### config.mk
export PLATFORM = sky130hd
export DESIGN_NAME = pipeline_hazard_ctrl_flat
export DESIGN_NICKNAME = d
export VERILOG_FILES = /design/src/rtl/pipeline_hazard_ctrl_pkg.sv /design/src/rtl/pipeline_hazard_ctrl_if.sv /design/src/rtl/pipeline_hazard_ctrl_hazard_detect.sv /design/src/rtl/pipeline_hazard_ctrl.sv /design/src/flat_wrapper.sv
export SDC_FILE = /design/constraint.sdc
export NUM_CORES = 1
export LEC_CHECK = 0
export CORE_AREA = 2 2 78 80
export DETAILED_ROUTE_END_ITERATION = 16
export DIE_AREA = 0 0 80 82
export PLACE_DENSITY = 0.73
export SLEW_MARGIN = 20
export SYNTH_ARGS = -nofsm -noshare
export SYNTH_HDL_FRONTEND = slang
export SYNTH_SLANG_ARGS = --single-unit
### constraint.sdc
create_clock -name clk -period 3.1 [get_ports clk]
set_input_delay 0.62 -clock clk [delete_from_list [all_inputs] [get_ports clk]]
set_output_delay 0.62 -clock clk [all_outputs]
set_load 0.005 [all_outputs]
### src/rtl/pipeline_hazard_ctrl_pkg.sv
// ============================================================================
// Module : pipeline_hazard_ctrl_pkg
// Brief  : Shared stop-reason codes, FSM encoding and register constants.
// Rev    : 1.0
// ============================================================================
`default_nettype none

package pipeline_hazard_ctrl_pkg;

    localparam logic [3:0] STOP_NONE    = 4'b0000;
    localparam logic [3:0] STOP_LOADUSE = 4'b0001;
    localparam logic [3:0] STOP_MEMWAIT = 4'b0010;
    localparam logic [3:0] STOP_FLUSH   = 4'b0100;
    localparam logic [3:0] STOP_TIMEOUT = 4'b1000;

    localparam logic [4:0] REG_X0 = 5'd0;

    typedef enum logic [0:0] {
        ST_RUN      = 1'b0,
        ST_MEM_WAIT = 1'b1
    } state_t;

endpackage

`default_nettype wire

### src/rtl/pipeline_hazard_ctrl_if.sv
// ============================================================================
// Module : pipeline_hazard_ctrl_if
// Brief  : Core <-> hazard controller signal bundle (master = core side).
// Rev    : 1.0
// ============================================================================
`default_nettype none

interface pipeline_hazard_ctrl_if #(
    parameter int CNT_W = 32
);
    logic [4:0]       id_rs1;
    logic [4:0]       id_rs2;
    logic             id_rs1_used;
    logic             id_rs2_used;
    logic [4:0]       ex_rd;
    logic             ex_we;
    logic             ex_is_load;
    logic             ex_redirect;
    logic             mem_req;
    logic             mem_ack;
    logic             pipeline_stop;
    logic [3:0]       stop_info;
    logic             flush_if_id;
    logic             flush_id_ex;
    logic             freeze_all;
    logic             timeout_err;
    logic [CNT_W-1:0] stall_cycles;

    modport master (
        output id_rs1, id_rs2, id_rs1_used, id_rs2_used,
               ex_rd, ex_we, ex_is_load, ex_redirect, mem_req, mem_ack,
        input  pipeline_stop, stop_info, flush_if_id, flush_id_ex,
               freeze_all, timeout_err, stall_cycles
    );

    modport slave (
        input  id_rs1, id_rs2, id_rs1_used, id_rs2_used,
               ex_rd, ex_we, ex_is_load, ex_redirect, mem_req, mem_ack,
        output pipeline_stop, stop_info, flush_if_id, flush_id_ex,
               freeze_all, timeout_err, stall_cycles
    );

endinterface

`default_nettype wire

### src/rtl/pipeline_hazard_ctrl_hazard_detect.sv
// ============================================================================
// Module : pipeline_hazard_ctrl_hazard_detect
// Brief  : Combinational load-use comparator between ID sources and EX dest.
// Rev    : 1.0
// ============================================================================
`default_nettype none

module pipeline_hazard_ctrl_hazard_detect
    import pipeline_hazard_ctrl_pkg::*;
(
    input  wire logic [4:0] i_id_rs1,
    input  wire logic [4:0] i_id_rs2,
    input  wire logic       i_id_rs1_used,
    input  wire logic       i_id_rs2_used,
    input  wire logic [4:0] i_ex_rd,
    input  wire logic       i_ex_we,
    input  wire logic       i_ex_is_load,
    output logic            o_load_use
);

    logic w_rs1_hit;
    logic w_rs2_hit;

    assign w_rs1_hit  = i_id_rs1_used && (i_id_rs1 == i_ex_rd);
    assign w_rs2_hit  = i_id_rs2_used && (i_id_rs2 == i_ex_rd);
    // x0 is hard-wired zero, so a load targeting it never produces a hazard
    assign o_load_use = i_ex_is_load && i_ex_we && (i_ex_rd != REG_X0)
                        && (w_rs1_hit || w_rs2_hit);

endmodule

`default_nettype wire

### src/rtl/pipeline_hazard_ctrl.sv
// ============================================================================
// Module : pipeline_hazard_ctrl
// Brief  : Stall/flush controller: load-use, mem wait with timeout, redirects.
// Rev    : 1.0
// ============================================================================
`default_nettype none

module pipeline_hazard_ctrl
    import pipeline_hazard_ctrl_pkg::*;
#(
    parameter int FLUSH_CYCLES = 1,
    parameter int MEM_TIMEOUT  = 255,
    parameter int CNT_W        = 32
) (
    input  wire logic              clk,
    input  wire logic              rst,
    pipeline_hazard_ctrl_if.slave  bus
);

    localparam int              WAIT_W       = (MEM_TIMEOUT > 2) ? $clog2(MEM_TIMEOUT) : 1;
    localparam logic [WAIT_W-1:0] c_WAIT_LAST  = WAIT_W'(MEM_TIMEOUT - 1);
    localparam logic [1:0]      c_FLUSH_INIT = 2'(FLUSH_CYCLES - 1);

    state_t              r_state;
    state_t              w_state_nxt;
    logic [WAIT_W-1:0]   r_wait_cnt;
    logic [WAIT_W-1:0]   w_wait_nxt;
    logic [1:0]          r_flush_cnt;
    logic                r_timeout_err;
    logic [CNT_W-1:0]    r_stall_cycles;

    logic w_load_use;
    logic w_timeout_hit;
    logic w_mem_stall;
    logic w_redirect_now;
    logic w_stop;
    logic w_freeze;
    logic w_flush_if_id;
    logic w_flush_id_ex;
    logic [3:0] w_info;

    pipeline_hazard_ctrl_hazard_detect u_hazard_detect (
        .i_id_rs1      (bus.id_rs1),
        .i_id_rs2      (bus.id_rs2),
        .i_id_rs1_used (bus.id_rs1_used),
        .i_id_rs2_used (bus.id_rs2_used),
        .i_ex_rd       (bus.ex_rd),
        .i_ex_we       (bus.ex_we),
        .i_ex_is_load  (bus.ex_is_load),
        .o_load_use    (w_load_use)
    );

    assign w_timeout_hit  = (r_state == ST_MEM_WAIT) && (r_wait_cnt == c_WAIT_LAST);
    assign w_mem_stall    = bus.mem_req && !bus.mem_ack && !w_timeout_hit;
    // EX is frozen during a mem stall, so a deferred redirect is still presented later
    assign w_redirect_now = bus.ex_redirect && !w_mem_stall;

    // The RUN cycle that starts a wait counts as the first stalled cycle, so the
    // release lands on the MEM_TIMEOUT-th consecutive cycle of the access.
    always_comb begin
        w_state_nxt = r_state;
        w_wait_nxt  = r_wait_cnt;
        case (r_state)
            ST_RUN: begin
                if (w_mem_stall) begin
                    w_state_nxt = ST_MEM_WAIT;
                    w_wait_nxt  = WAIT_W'(1);
                end else begin
                    w_wait_nxt  = '0;
                end
            end
            ST_MEM_WAIT: begin
                if (bus.mem_ack || w_timeout_hit) begin
                    w_state_nxt = ST_RUN;
                    w_wait_nxt  = '0;
                end else begin
                    w_wait_nxt  = r_wait_cnt + WAIT_W'(1);
                end
            end
            default: begin
                w_state_nxt = ST_RUN;
                w_wait_nxt  = '0;
            end
        endcase
    end

    always_comb begin
        w_stop        = 1'b0;
        w_freeze      = 1'b0;
        w_flush_if_id = 1'b0;
        w_flush_id_ex = 1'b0;
        w_info        = STOP_NONE;
        if (!rst) begin
            if (w_mem_stall) begin
                w_stop   = 1'b1;
                w_freeze = 1'b1;
                w_info   = STOP_MEMWAIT;
            end else if (w_redirect_now || (r_flush_cnt != 2'd0)) begin
                // load-use against a wrong-path instruction is irrelevant
                w_flush_if_id = 1'b1;
                w_flush_id_ex = w_redirect_now;
                w_info        = STOP_FLUSH;
            end else if (w_load_use) begin
                w_stop        = 1'b1;
                w_flush_id_ex = 1'b1;
                w_info        = STOP_LOADUSE;
            end
            if (w_timeout_hit) begin
                w_info = STOP_TIMEOUT;
            end
        end
    end

    always_ff @(posedge clk or posedge rst) begin
        if (rst) begin
            r_state        <= ST_RUN;
            r_wait_cnt     <= '0;
            r_flush_cnt    <= 2'd0;
            r_timeout_err  <= 1'b0;
            r_stall_cycles <= '0;
        end else begin
            r_state    <= w_state_nxt;
            r_wait_cnt <= w_wait_nxt;
            if (w_redirect_now) begin
                r_flush_cnt <= c_FLUSH_INIT;
            end else if ((r_flush_cnt != 2'd0) && !w_mem_stall) begin
                r_flush_cnt <= r_flush_cnt - 2'd1;
            end
            if (w_timeout_hit) begin
                r_timeout_err <= 1'b1;
            end
            if (w_stop && (r_stall_cycles != {CNT_W{1'b1}})) begin
                r_stall_cycles <= r_stall_cycles + CNT_W'(1);
            end
        end
    end

    assign bus.pipeline_stop = w_stop;
    assign bus.freeze_all    = w_freeze;
    assign bus.flush_if_id   = w_flush_if_id;
    assign bus.flush_id_ex   = w_flush_id_ex;
    assign bus.stop_info     = w_info;
    assign bus.timeout_err   = r_timeout_err;
    assign bus.stall_cycles  = r_stall_cycles;

endmodule

`default_nettype wire

### src/flat_wrapper.sv
// flat-port wrapper written by rule: the top's interface ports become plain ports
module pipeline_hazard_ctrl_flat import pipeline_hazard_ctrl_pkg::*;
#(
    parameter int FLUSH_CYCLES = 1,
    parameter int MEM_TIMEOUT  = 255,
    parameter int CNT_W        = 32
)
  (clk, rst, bus_id_rs1, bus_id_rs2, bus_id_rs1_used, bus_id_rs2_used, bus_ex_rd, bus_ex_we, bus_ex_is_load, bus_ex_redirect, bus_mem_req, bus_mem_ack, bus_pipeline_stop, bus_stop_info, bus_flush_if_id, bus_flush_id_ex, bus_freeze_all, bus_timeout_err, bus_stall_cycles);
  pipeline_hazard_ctrl_if #(.CNT_W(CNT_W)) bus_i ();
  input  wire logic clk;
  input  wire logic rst;
  input wire logic [$bits(bus_i.id_rs1)-1:0] bus_id_rs1;
  input wire logic [$bits(bus_i.id_rs2)-1:0] bus_id_rs2;
  input wire logic [$bits(bus_i.id_rs1_used)-1:0] bus_id_rs1_used;
  input wire logic [$bits(bus_i.id_rs2_used)-1:0] bus_id_rs2_used;
  input wire logic [$bits(bus_i.ex_rd)-1:0] bus_ex_rd;
  input wire logic [$bits(bus_i.ex_we)-1:0] bus_ex_we;
  input wire logic [$bits(bus_i.ex_is_load)-1:0] bus_ex_is_load;
  input wire logic [$bits(bus_i.ex_redirect)-1:0] bus_ex_redirect;
  input wire logic [$bits(bus_i.mem_req)-1:0] bus_mem_req;
  input wire logic [$bits(bus_i.mem_ack)-1:0] bus_mem_ack;
  output wire logic [$bits(bus_i.pipeline_stop)-1:0] bus_pipeline_stop;
  output wire logic [$bits(bus_i.stop_info)-1:0] bus_stop_info;
  output wire logic [$bits(bus_i.flush_if_id)-1:0] bus_flush_if_id;
  output wire logic [$bits(bus_i.flush_id_ex)-1:0] bus_flush_id_ex;
  output wire logic [$bits(bus_i.freeze_all)-1:0] bus_freeze_all;
  output wire logic [$bits(bus_i.timeout_err)-1:0] bus_timeout_err;
  output wire logic [$bits(bus_i.stall_cycles)-1:0] bus_stall_cycles;
  assign bus_i.id_rs1 = bus_id_rs1;
  assign bus_i.id_rs2 = bus_id_rs2;
  assign bus_i.id_rs1_used = bus_id_rs1_used;
  assign bus_i.id_rs2_used = bus_id_rs2_used;
  assign bus_i.ex_rd = bus_ex_rd;
  assign bus_i.ex_we = bus_ex_we;
  assign bus_i.ex_is_load = bus_ex_is_load;
  assign bus_i.ex_redirect = bus_ex_redirect;
  assign bus_i.mem_req = bus_mem_req;
  assign bus_i.mem_ack = bus_mem_ack;
  assign bus_pipeline_stop = bus_i.pipeline_stop;
  assign bus_stop_info = bus_i.stop_info;
  assign bus_flush_if_id = bus_i.flush_if_id;
  assign bus_flush_id_ex = bus_i.flush_id_ex;
  assign bus_freeze_all = bus_i.freeze_all;
  assign bus_timeout_err = bus_i.timeout_err;
  assign bus_stall_cycles = bus_i.stall_cycles;
  pipeline_hazard_ctrl #(.FLUSH_CYCLES(FLUSH_CYCLES), .MEM_TIMEOUT(MEM_TIMEOUT), .CNT_W(CNT_W)) u_core (.clk(clk), .rst(rst), .bus(bus_i));
endmodule
== After elaboration in Yosys (flattened, before gate mapping) ==
Index checks and enable logic that the tools add are counted.
Cells by class
  equality and inequality tests: 4
  bitwise gates (word level): 1
  $add $sub $neg: 3
  reductions and logical operators: 20
  multiplexer cells: 24
Operators with widths (count)
  32-bit by 1-bit adder with 32-bit output, second input constant: 1
  32-bit != test, second input constant: 1
  4-bit 2-to-1 mux: 4
  8-bit one-hot mux with 2 select lines: 1
  1-bit 2-to-1 mux: 15
  1-bit logical AND: 11
  5-bit equality test: 2
  8-bit by 1-bit adder with 8-bit output, second input constant: 1
  8-bit equality test, second input constant: 1
  8-bit 2-to-1 mux: 1
  5-bit nonzero test: 1
  2-bit 2-to-1 mux: 2
  2-bit nonzero test: 2
  1-bit logical NOT: 3
  1-bit logical OR: 3
  1-bit one-hot mux with 2 select lines: 1
  2-bit by 1-bit subtractor with 2-bit output, second input constant: 1
  1-bit NOT: 1
Word-level totals
  output and inout port bits: 41
  register bits after elaboration: 44
  input bits: 24
  logic and storage cells: 57

== Logic depth before layout (Yosys ltp) ==
  depth after elaboration: 11
  gate-level depth with buffers: 9
  mapped depth without buffers: 8

== Cells and area by module ==
From an unflattened synthesis, not the netlist that was laid out.
Unflattened totals
  cell total of the unflattened synthesis: 249
  area total of the unflattened synthesis: 2508.7 µm²
By module, submodules not included
  pipeline_hazard_ctrl: times used 1, sequential area each 1101.1 µm², cells an instance 232, area an instance 2373.5 µm²
  pipeline_hazard_ctrl_hazard_detect: times used 1, sequential area each 0.0 µm², cells an instance 17, area an instance 135.1 µm²

== Worst setup path before layout ==
No wires, ideal clock.
  path kind: input port to output port
  from: in rst
  to: out bus_pipeline_stop
  buffers on the path: 2
  setup slack: 0.012 ns
  stages on the path: 5
  data arrival time: 2.468 ns
  required time: 2.480 ns
  cells stage by stage: clkbuf_1 > inv_1 > and2_1 > a31o_2 > clkbuf_1
Between the ends
  word-level cells in the longest chain between the ends: 1
RTL lines
  start: declaration: RTL line flat_wrapper.sv:11  | input wire logic rst;
  1-bit 2-to-1 mux: RTL line pipeline_hazard_ctrl.sv:93  | if (!rst) begin
  end: declaration: RTL line flat_wrapper.sv:22  | output wire logic [$bits(bus_i.pipeline_stop)-1:0] bus_pipeline_stop;
Every way passes these cells.

== Worst setup path after layout ==
  from: in bus_ex_rd[0]
  to: out bus_stop_info[0]
Between the ends
  word-level cells in the longest chain between the ends: 9
  elaborated cells on any way between the ends: 13
  those cells by class: eq/ne: 2; mux: 5; reduce/logical: 6
RTL lines
  start: declaration: RTL line flat_wrapper.sv:16  | input wire logic [$bits(bus_i.ex_rd)-1:0] bus_ex_rd;
  5-bit equality test, on equally long branches: RTL line pipeline_hazard_ctrl_hazard_detect.sv:24, pipeline_hazard_ctrl_hazard_detect.sv:25
  1-bit logical AND, on equally long branches: RTL line pipeline_hazard_ctrl_hazard_detect.sv:24, pipeline_hazard_ctrl_hazard_detect.sv:25
  1-bit logical OR: RTL line pipeline_hazard_ctrl_hazard_detect.sv:28  | && (w_rs1_hit || w_rs2_hit);
  1-bit logical AND (*): RTL line pipeline_hazard_ctrl_hazard_detect.sv:28
  1-bit 2-to-1 mux (*): RTL line pipeline_hazard_ctrl.sv:103  | end else if (w_load_use) begin
  4-bit 2-to-1 mux (*): RTL line pipeline_hazard_ctrl.sv:98  | end else if (w_redirect_now || (r_flush_cnt != 2'd0)) begin
  4-bit 2-to-1 mux (*): RTL line pipeline_hazard_ctrl.sv:94  | if (w_mem_stall) begin
  4-bit 2-to-1 mux (*): RTL line pipeline_hazard_ctrl.sv:108  | if (w_timeout_hit) begin
  4-bit 2-to-1 mux (*): RTL line pipeline_hazard_ctrl.sv:93
  end: declaration: RTL line flat_wrapper.sv:23  | output wire logic [$bits(bus_i.stop_info)-1:0] bus_stop_info;
Every way passes the cells marked *; elsewhere a longest branch is shown, timed or not.

==> results.cfg <==
[cts]
clock_sinks = 44
path_clk_slew_ns = 0.08
cts_hold_buf = 0
cts_root_buffer = clkbuf_8
postCtsSetupBuffers = 0
clock_latency_ns = 0.29
h-tree-depth = 2
cts_buffers = 5
cts_tree = built
cts_buffer_depth = 2

[power_and_ir_drop]
p_leak_nw = 1.31
internal_power_mw = 1.05
ir_worst_vdd_mv = 0.449
clockPowerShare = 0.337
power_frac_comb = 0.188
seq_power_share = 0.475
p_per_area_mw_per_mm2 = 434
switching_power_mw = 0.340
swShare = 0.244
p_total_mw = 1.39

[worst_setup_path]
end_kind = output port
arrival_ns = 2.40
path_max_fanout = 3
criticalPathCategory = in2out
required_ns = 2.48
crit_path_start_kind = primary input

[sta]
grt_setup_unrepaired = no
fin_crit_ns = 3.02
hold_viol_final = 0
timing.hold.ws_ns = 0.484
finalCritPeriodShare = 0.976
tightest_slew_ns = 0.548
tns_ns = 0
max_clock_freq_mhz = 331
finalSetupViolCount = 0
drv_slew = 0
skew_ns = 0.00479
max_slew_margin = 0.635

[grt]
grt_max_degree = 45
overflow = 0
antenna_found_initial = 0
grt_pass1_vias = 1915
grt_usage = 0.176
grt_pass1_wl_um = 9010

[synth]
yosys_warnings = 0
synth_nets = 262
seq_area_frac_synth = 0.465
syn_inst = 234
netlist_area_mm2 = 0.00237
synth_top_area_cell = dfrtp_1
ys_seq_elements = 44
syn_avg_cell_area_um2 = 10.1
synthTopCellsByArea = dfrtp_1, xnor2_1, nand4_1
yosys.area.top_type_share = 0.465
synthDistinctLibCells = 36

[floorplan]
fp.dieH_um = 82
die_area_mm2 = 0.00656
ios = 65
rows = 28
dieWidth_um = 80
core_mm2 = 0.00575
initial_core_util = 0.412

[cells_and_area]
n_antenna_cell = 0
fillers = 547
area_delta_synth_final_pct = 35.4
drive_gt1_frac = 0.0728
fin_area_mm2 = 0.00321
fin_nets = 329
finalNonFillerCells = 377

[placed_design]
placedCellCount = 369
post_dp_cell_area_mm2 = 0.00308
gp_congestion = 0.783
dp_hpwl_um = 3920
numPortBuffers = 64

[hold_path]
hold_path.class = reg2reg

[routing]
wl_um = 5490
dr.pass1.iters = 4
num_vias = 1967
drc = 0
avgRoutedWirePerCell_um = 14.6
ant_nets = 0
via_per_inst = 5.22
drt_iter0_drc = 93

[outcome]
status = complete, no violations

[run]
drv_cap = 0
-- power by group through the flow --
stage          clock (mW)  combinational [mW]  sequential (mW)
3_3_place_gp            0               0.258            0.671
2_1_floorplan           0               0.126            0.666
4_1_cts             0.486               0.266            0.662
6_report            0.470               0.262            0.662
3_5_place_dp            0               0.265            0.672
5_1_grt             0.512               0.297            0.670
-- worst max-delay path: stages --
cell,delay [ns]
clkdlybuf4s50_1,0.43
or3_1,0.38
o311a_1,0.34
and4_1,0.20
clkdlybuf4s50_1,0.44
-- cell usage after synthesis --
cell type,instances
dfrtp_1,44
xnor2_1,42
nand4_1,22
nand3_1,19
and3_1,17
nor2_1,15
nand2_1,10
nor3_1,7
and2_1,6
clkbuf_1,5
inv_1,5
o21ai_0,5
xor2_1,5
ha_1,4
and4_1,2
buf_6,2
nand3_2,2
nor2b_1,2
nor4_1,2
or3_1,2
a21boi_0,1
a31o_2,1
a31oi_1,1
and3b_1,1
buf_8,1
mux2_2,1
nand2b_1,1
nand4b_1,1
o21a_1,1
o22ai_1,1
o311a_1,1
or2_2,1
or3_4,1
or3b_2,1
or4_1,1
or4b_2,1
-- final cells by class --
class / instances / area, um2 / share of cell area
timing repair buffer: 68 / 667 / 0.208
tap: 75 / 93.8 / 0.0293
sequential: 44 / 1100 / 0.343
multi-input combinational: 177 / 1200 / 0.374
inverter: 5 / 18.8 / 0.00585
clock buffer: 7 / 96.3 / 0.0300
clock inverter: 1 / 30.0 / 0.00936
-- repair_timing --
item | CTS | global route
endpoints found under the hold margin | 0 | 0
gates resized for setup | 4 | 1
pin swaps | 1 | 1
setup endpoints to repair | 2 | 2
-- placed cells by master (no fill, tap or decap), types with 2 or more instances in the layout --
cell type        Yosys  layout
nand3_1             19      19
o21ai_0              5       5
and2_1               6       6
buf_4                0       4
and3_1              17      17
or3_1                2       2
xnor2_1             42      42
nand4_1             22      22
xor2_1               5       5
nor2b_1              2       2
ha_1                 4       4
nand2_1             10      10
dfrtp_1             44      44
and4_1               2       2
inv_1                5       4
nand3_2              2       2
nor4_1               2       2
dlygate4sd2_1        0       3
nor3_1               7       7
clkdlybuf4s50_1      0      61
nor2_1              15      14
clkbuf_8             0       7
-- layer usage --
metal | part of all wire | global-route usage | wire length (um) | vias up
met2 | 0.46 | 0.296 | 2510 | 66
met1 | 0.45 | 0.226 | 2460 | 937
met5 | 0 | 0 | 0 | -
met3 | 0.083 | 0.0495 | 457 | 7
met4 | 0.012 | 0.0407 | 64 | 0
li1 | - | - | - | 957
-- registers in the layout, summed over array words and instances (netlist names) --
register / cells
u_core.bus.stall_cycles: 32
u_core.bus.timeout_err: 1
u_core.r_flush_cnt: 2
u_core.r_state: 1
u_core.r_wait_cnt: 8
-- worst paths after layout --
kind,from,to,slack (ns),cells after the start
min in group asynchronous,rst,u_core.r_flush_cnt[0],0.98,3
hold reg to reg,u_core.bus.timeout_err,u_core.bus.timeout_err,0.48,1
max in group asynchronous,rst,u_core.bus.stall_cycles[9],1.75,3
setup reg to reg,u_core.bus.stall_cycles[9],u_core.bus.stall_cycles[1],0.63,5
setup / recovery,bus_ex_rd[0],bus_stop_info[0],0.08,5
hold / removal,u_core.bus.timeout_err,u_core.bus.timeout_err,0.48,1
-- kinds of logic (layout without fill, tap and decap cells) --
logic type / Yosys count / count (layout) / share of synthesized area
flip-flops: 44 / 44 / 0.465
buffers and inverters: 13 / 81 / 0.0317
multiplexers: 1 / 1 / 0.00475
AO/OA/AOI/OAI: 11 / 11 / 0.0301
AND/OR/NAND/NOR: 114 / 114 / 0.274
adder cells (fa/ha/maj): 4 / 4 / 0.0211
XOR/XNOR: 47 / 47 / 0.174
-- through the flow --
step | worst slack, ns | utilization
floorplan | 0.0124 | -
global placement | -0.0668 | 0.535
detailed placement | -0.0766 | 0.535
CTS | 0.0307 | 0.558
global route | 0.0305 | 0.558
finish | 0.0755 | 0.558
Power figures use the tool's default switching activity.
==> variant (config.mk and constraints unchanged) <==
Change the package constant `REG_X0` from 5'd0 to 5'd1.
--- a/src/rtl/pipeline_hazard_ctrl_pkg.sv
+++ b/src/rtl/pipeline_hazard_ctrl_pkg.sv
@@ -13,7 +13,7 @@
     localparam logic [3:0] STOP_FLUSH   = 4'b0100;
     localparam logic [3:0] STOP_TIMEOUT = 4'b1000;
 
-    localparam logic [4:0] REG_X0 = 5'd0;
+    localparam logic [4:0] REG_X0 = 5'd1;
 
     typedef enum logic [0:0] {
         ST_RUN      = 1'b0,
Check against the original RTL: not equivalent (Yosys sat finds a counterexample within 4 cycles, from zero or initial values and one cycle with rst high).
==> variant against the original RTL <==
  * Routed wire length is 6.4% higher
  * Global-route usage grew 1.6 points
  * Area after synthesis up 2.7%
  * Cell area is 4.2% higher
  * Sequential cell count is the same
  * Setup slack got worse by 0.030 ns
  * Synthesized cell count increased by 2.1%
  * Total power fell by 4.3%
  * Largest power group unchanged
==> variant: results (changes against the original RTL) <==
| Metric | Value |
|---|---|
| Post-synthesis sequential area ratio | 45.27% (-1.2 points) |
| Routed len/inst | 14.98 microns (+2.8%) |
| Clk slew on worst S/H paths | 0.08 ns (about the same) |
| Post-DP HPWL | 4024 microns (+2.6%) |
| Pre-antenna DRT Iters | 5 (+1) |
| GR Layer Usage met2 | 32.33% (+2.7 points) |
| H-tree depth | 2 (unchanged) |
| LEAKAGE | 1.508 nW (+15%) |
| Worst Hold Class | reg -> reg |
| Diode count | 0 (unchanged) |
| Asr flop ratio synth | 100.0% (unchanged) |
| Crit-path max FO | 3 (unchanged) |
| First-pass GRT wire length | 9722 microns (+7.9%) |
| Aggregate global-route resource usage | 19.16% (+1.6 points) |
| Outcome | completed |
| Final Wtd Congestion | 0.7764 (-0.78%) |
| Share of layout cells above drive strength 1 | 11.43% (+4.1 points) |
| Commonest cells post-synth | dfrtp_1 (44), xor2_1 (33), nand2_1 (20) |
| Vias/cell | 5.256 (+0.75%) |
| CTS max path bufs | 2 (unchanged) |
| Post-Synthesis Cells | 239 (+2.1%) |
| CP Data Arrival Time | 2.43 ns (+0.03 ns) |
| Met2 routed WL | 2878 microns (+15%) |
| Synth warnings | 0 (unchanged) |
| DR iter-0 viols | 86 (-7.5%) |
| DR top layer | met4 |
| Largest stage delay on the critical path | 0.54 ns (+0.10 ns) |
| Port Buf Inserts | 64 (unchanged) |
| Worst reg2reg setup slack | 0.41 ns (-0.22 ns) |
| NumNets Final | 342 (+4.0%) |
| Non-Filler Instances | 390 (+3.4%) |
| Area of placed instances | 3201 sq um (+4.0%) |
| Worst-Skew Late Latency | 0.30 ns |
| Syn_nets | 267 (+1.9%) |
| Largest cells by area after synthesis | dfrtp_1 (45%), xor2_1 (12%), xnor2_1 (4.3%) |
| Worst-path cell with the longest stage delay | clkdlybuf4s50_1 |
| Initial antenna violation count | 0 (unchanged) |
| Number of flip-flops in the largest register | 32 (unchanged) |
| Vias in the first global route | 2082 (+8.7%) |
| Metal3 WL | 299 microns (-35%) |
| Synth cell types | 43 (+19%) |
| WL met1 | 2546 microns (+3.3%) |
| Tmin final | 3.054 ns (+0.02978 ns) |
| Largest net degree at the start of global routing | 45 (unchanged) |
| VDD IR max | 0.3207 mV (-29%) |
| M3 GR Usage | 5.714% (+0.77 points) |
| Fin Hold WS | 0.4788 ns (-0.004710 ns) |
| Tightest Pin Transition | 0.7529 ns (+0.2051 ns) |
| Total CTS buffers | 5 (unchanged) |
| Place WS | -0.06578 ns (+0.01084 ns) |
| Filler cells | 529 (-3.3%) |
| Placed Cells | 379 (+2.7%) |
| Area leader, netlist | dfrtp_1 |
| Met1 Usage GRT | 23.44% (+0.85 points) |
| Setup Skew | 0.007228 ns (+0.002443 ns) |
-- variant: changes by cell type in the layout (fill, tap and decap cells not counted), sizes merged, moves of 4 or more --
cell   unedited run  this run
nand3            21        11
nor4              2        17
xor2              5        33
buf               4        10
xnor2            42        12
and2              6         2
and3             17         4
nand4            22        12
nor3              7        13
nand2            10        20
-- variant: area by class of cell --
type	instances	area, sq um	area share, %
Clock buffer	6	72.57	2.171
Clock inverter	2	35.03	1.048
Inverter	7	26.28	0.7859
Multi-Input combinational cell	182	1282	38.36
Sequential cell	44	1101	32.93
Tap cell	75	93.84	2.807
Timing Repair Buffer	74	732.0	21.89
-- variant: final timing paths --
kind / cells past startpoint / from / to
max: 7 / bus_ex_rd[3] / bus_flush_id_ex
min: 1 / u_core.bus.timeout_err / u_core.bus.timeout_err
max reg2reg: 7 / u_core.bus.stall_cycles[0] / u_core.bus.stall_cycles[1]
min reg2reg: 1 / u_core.bus.timeout_err / u_core.bus.timeout_err
max in group asynchronous: 3 / rst / u_core.bus.stall_cycles[25]
min in group asynchronous: 3 / rst / u_core.r_flush_cnt[1]
-- variant: what timing repair did --
item | CTS | global route
endpoints found under the setup margin | 1 | 4
hold buffers | 0 | 0
setup buffers | 0 | 3
pin swaps | 0 | 2
resized for setup | 1 | 4
endpoints found under the hold margin | 0 | 0
-- variant: where the power goes --
group,internal (mW),switching (mW)
registers,0.607,0.0319
clock network,0.239,0.197
logic,0.136,0.123
-- variant: cell families after synthesis --
group	share of synthesized area (%)
buf+inv	2.623
simple gates	28.34
mux	1.389
fa+ha+maj	2.058
xor+xnor	16.20
flops	45.27
compound gates	4.116
-- variant: worst max-delay path, delay by kind of cell --
kind	cells	cell delay (ns)
buffers and inverters	2	1.06
AND/OR/NAND/NOR	2	0.27
XOR/XNOR	1	0.13
AO/OA/AOI/OAI	2	0.36
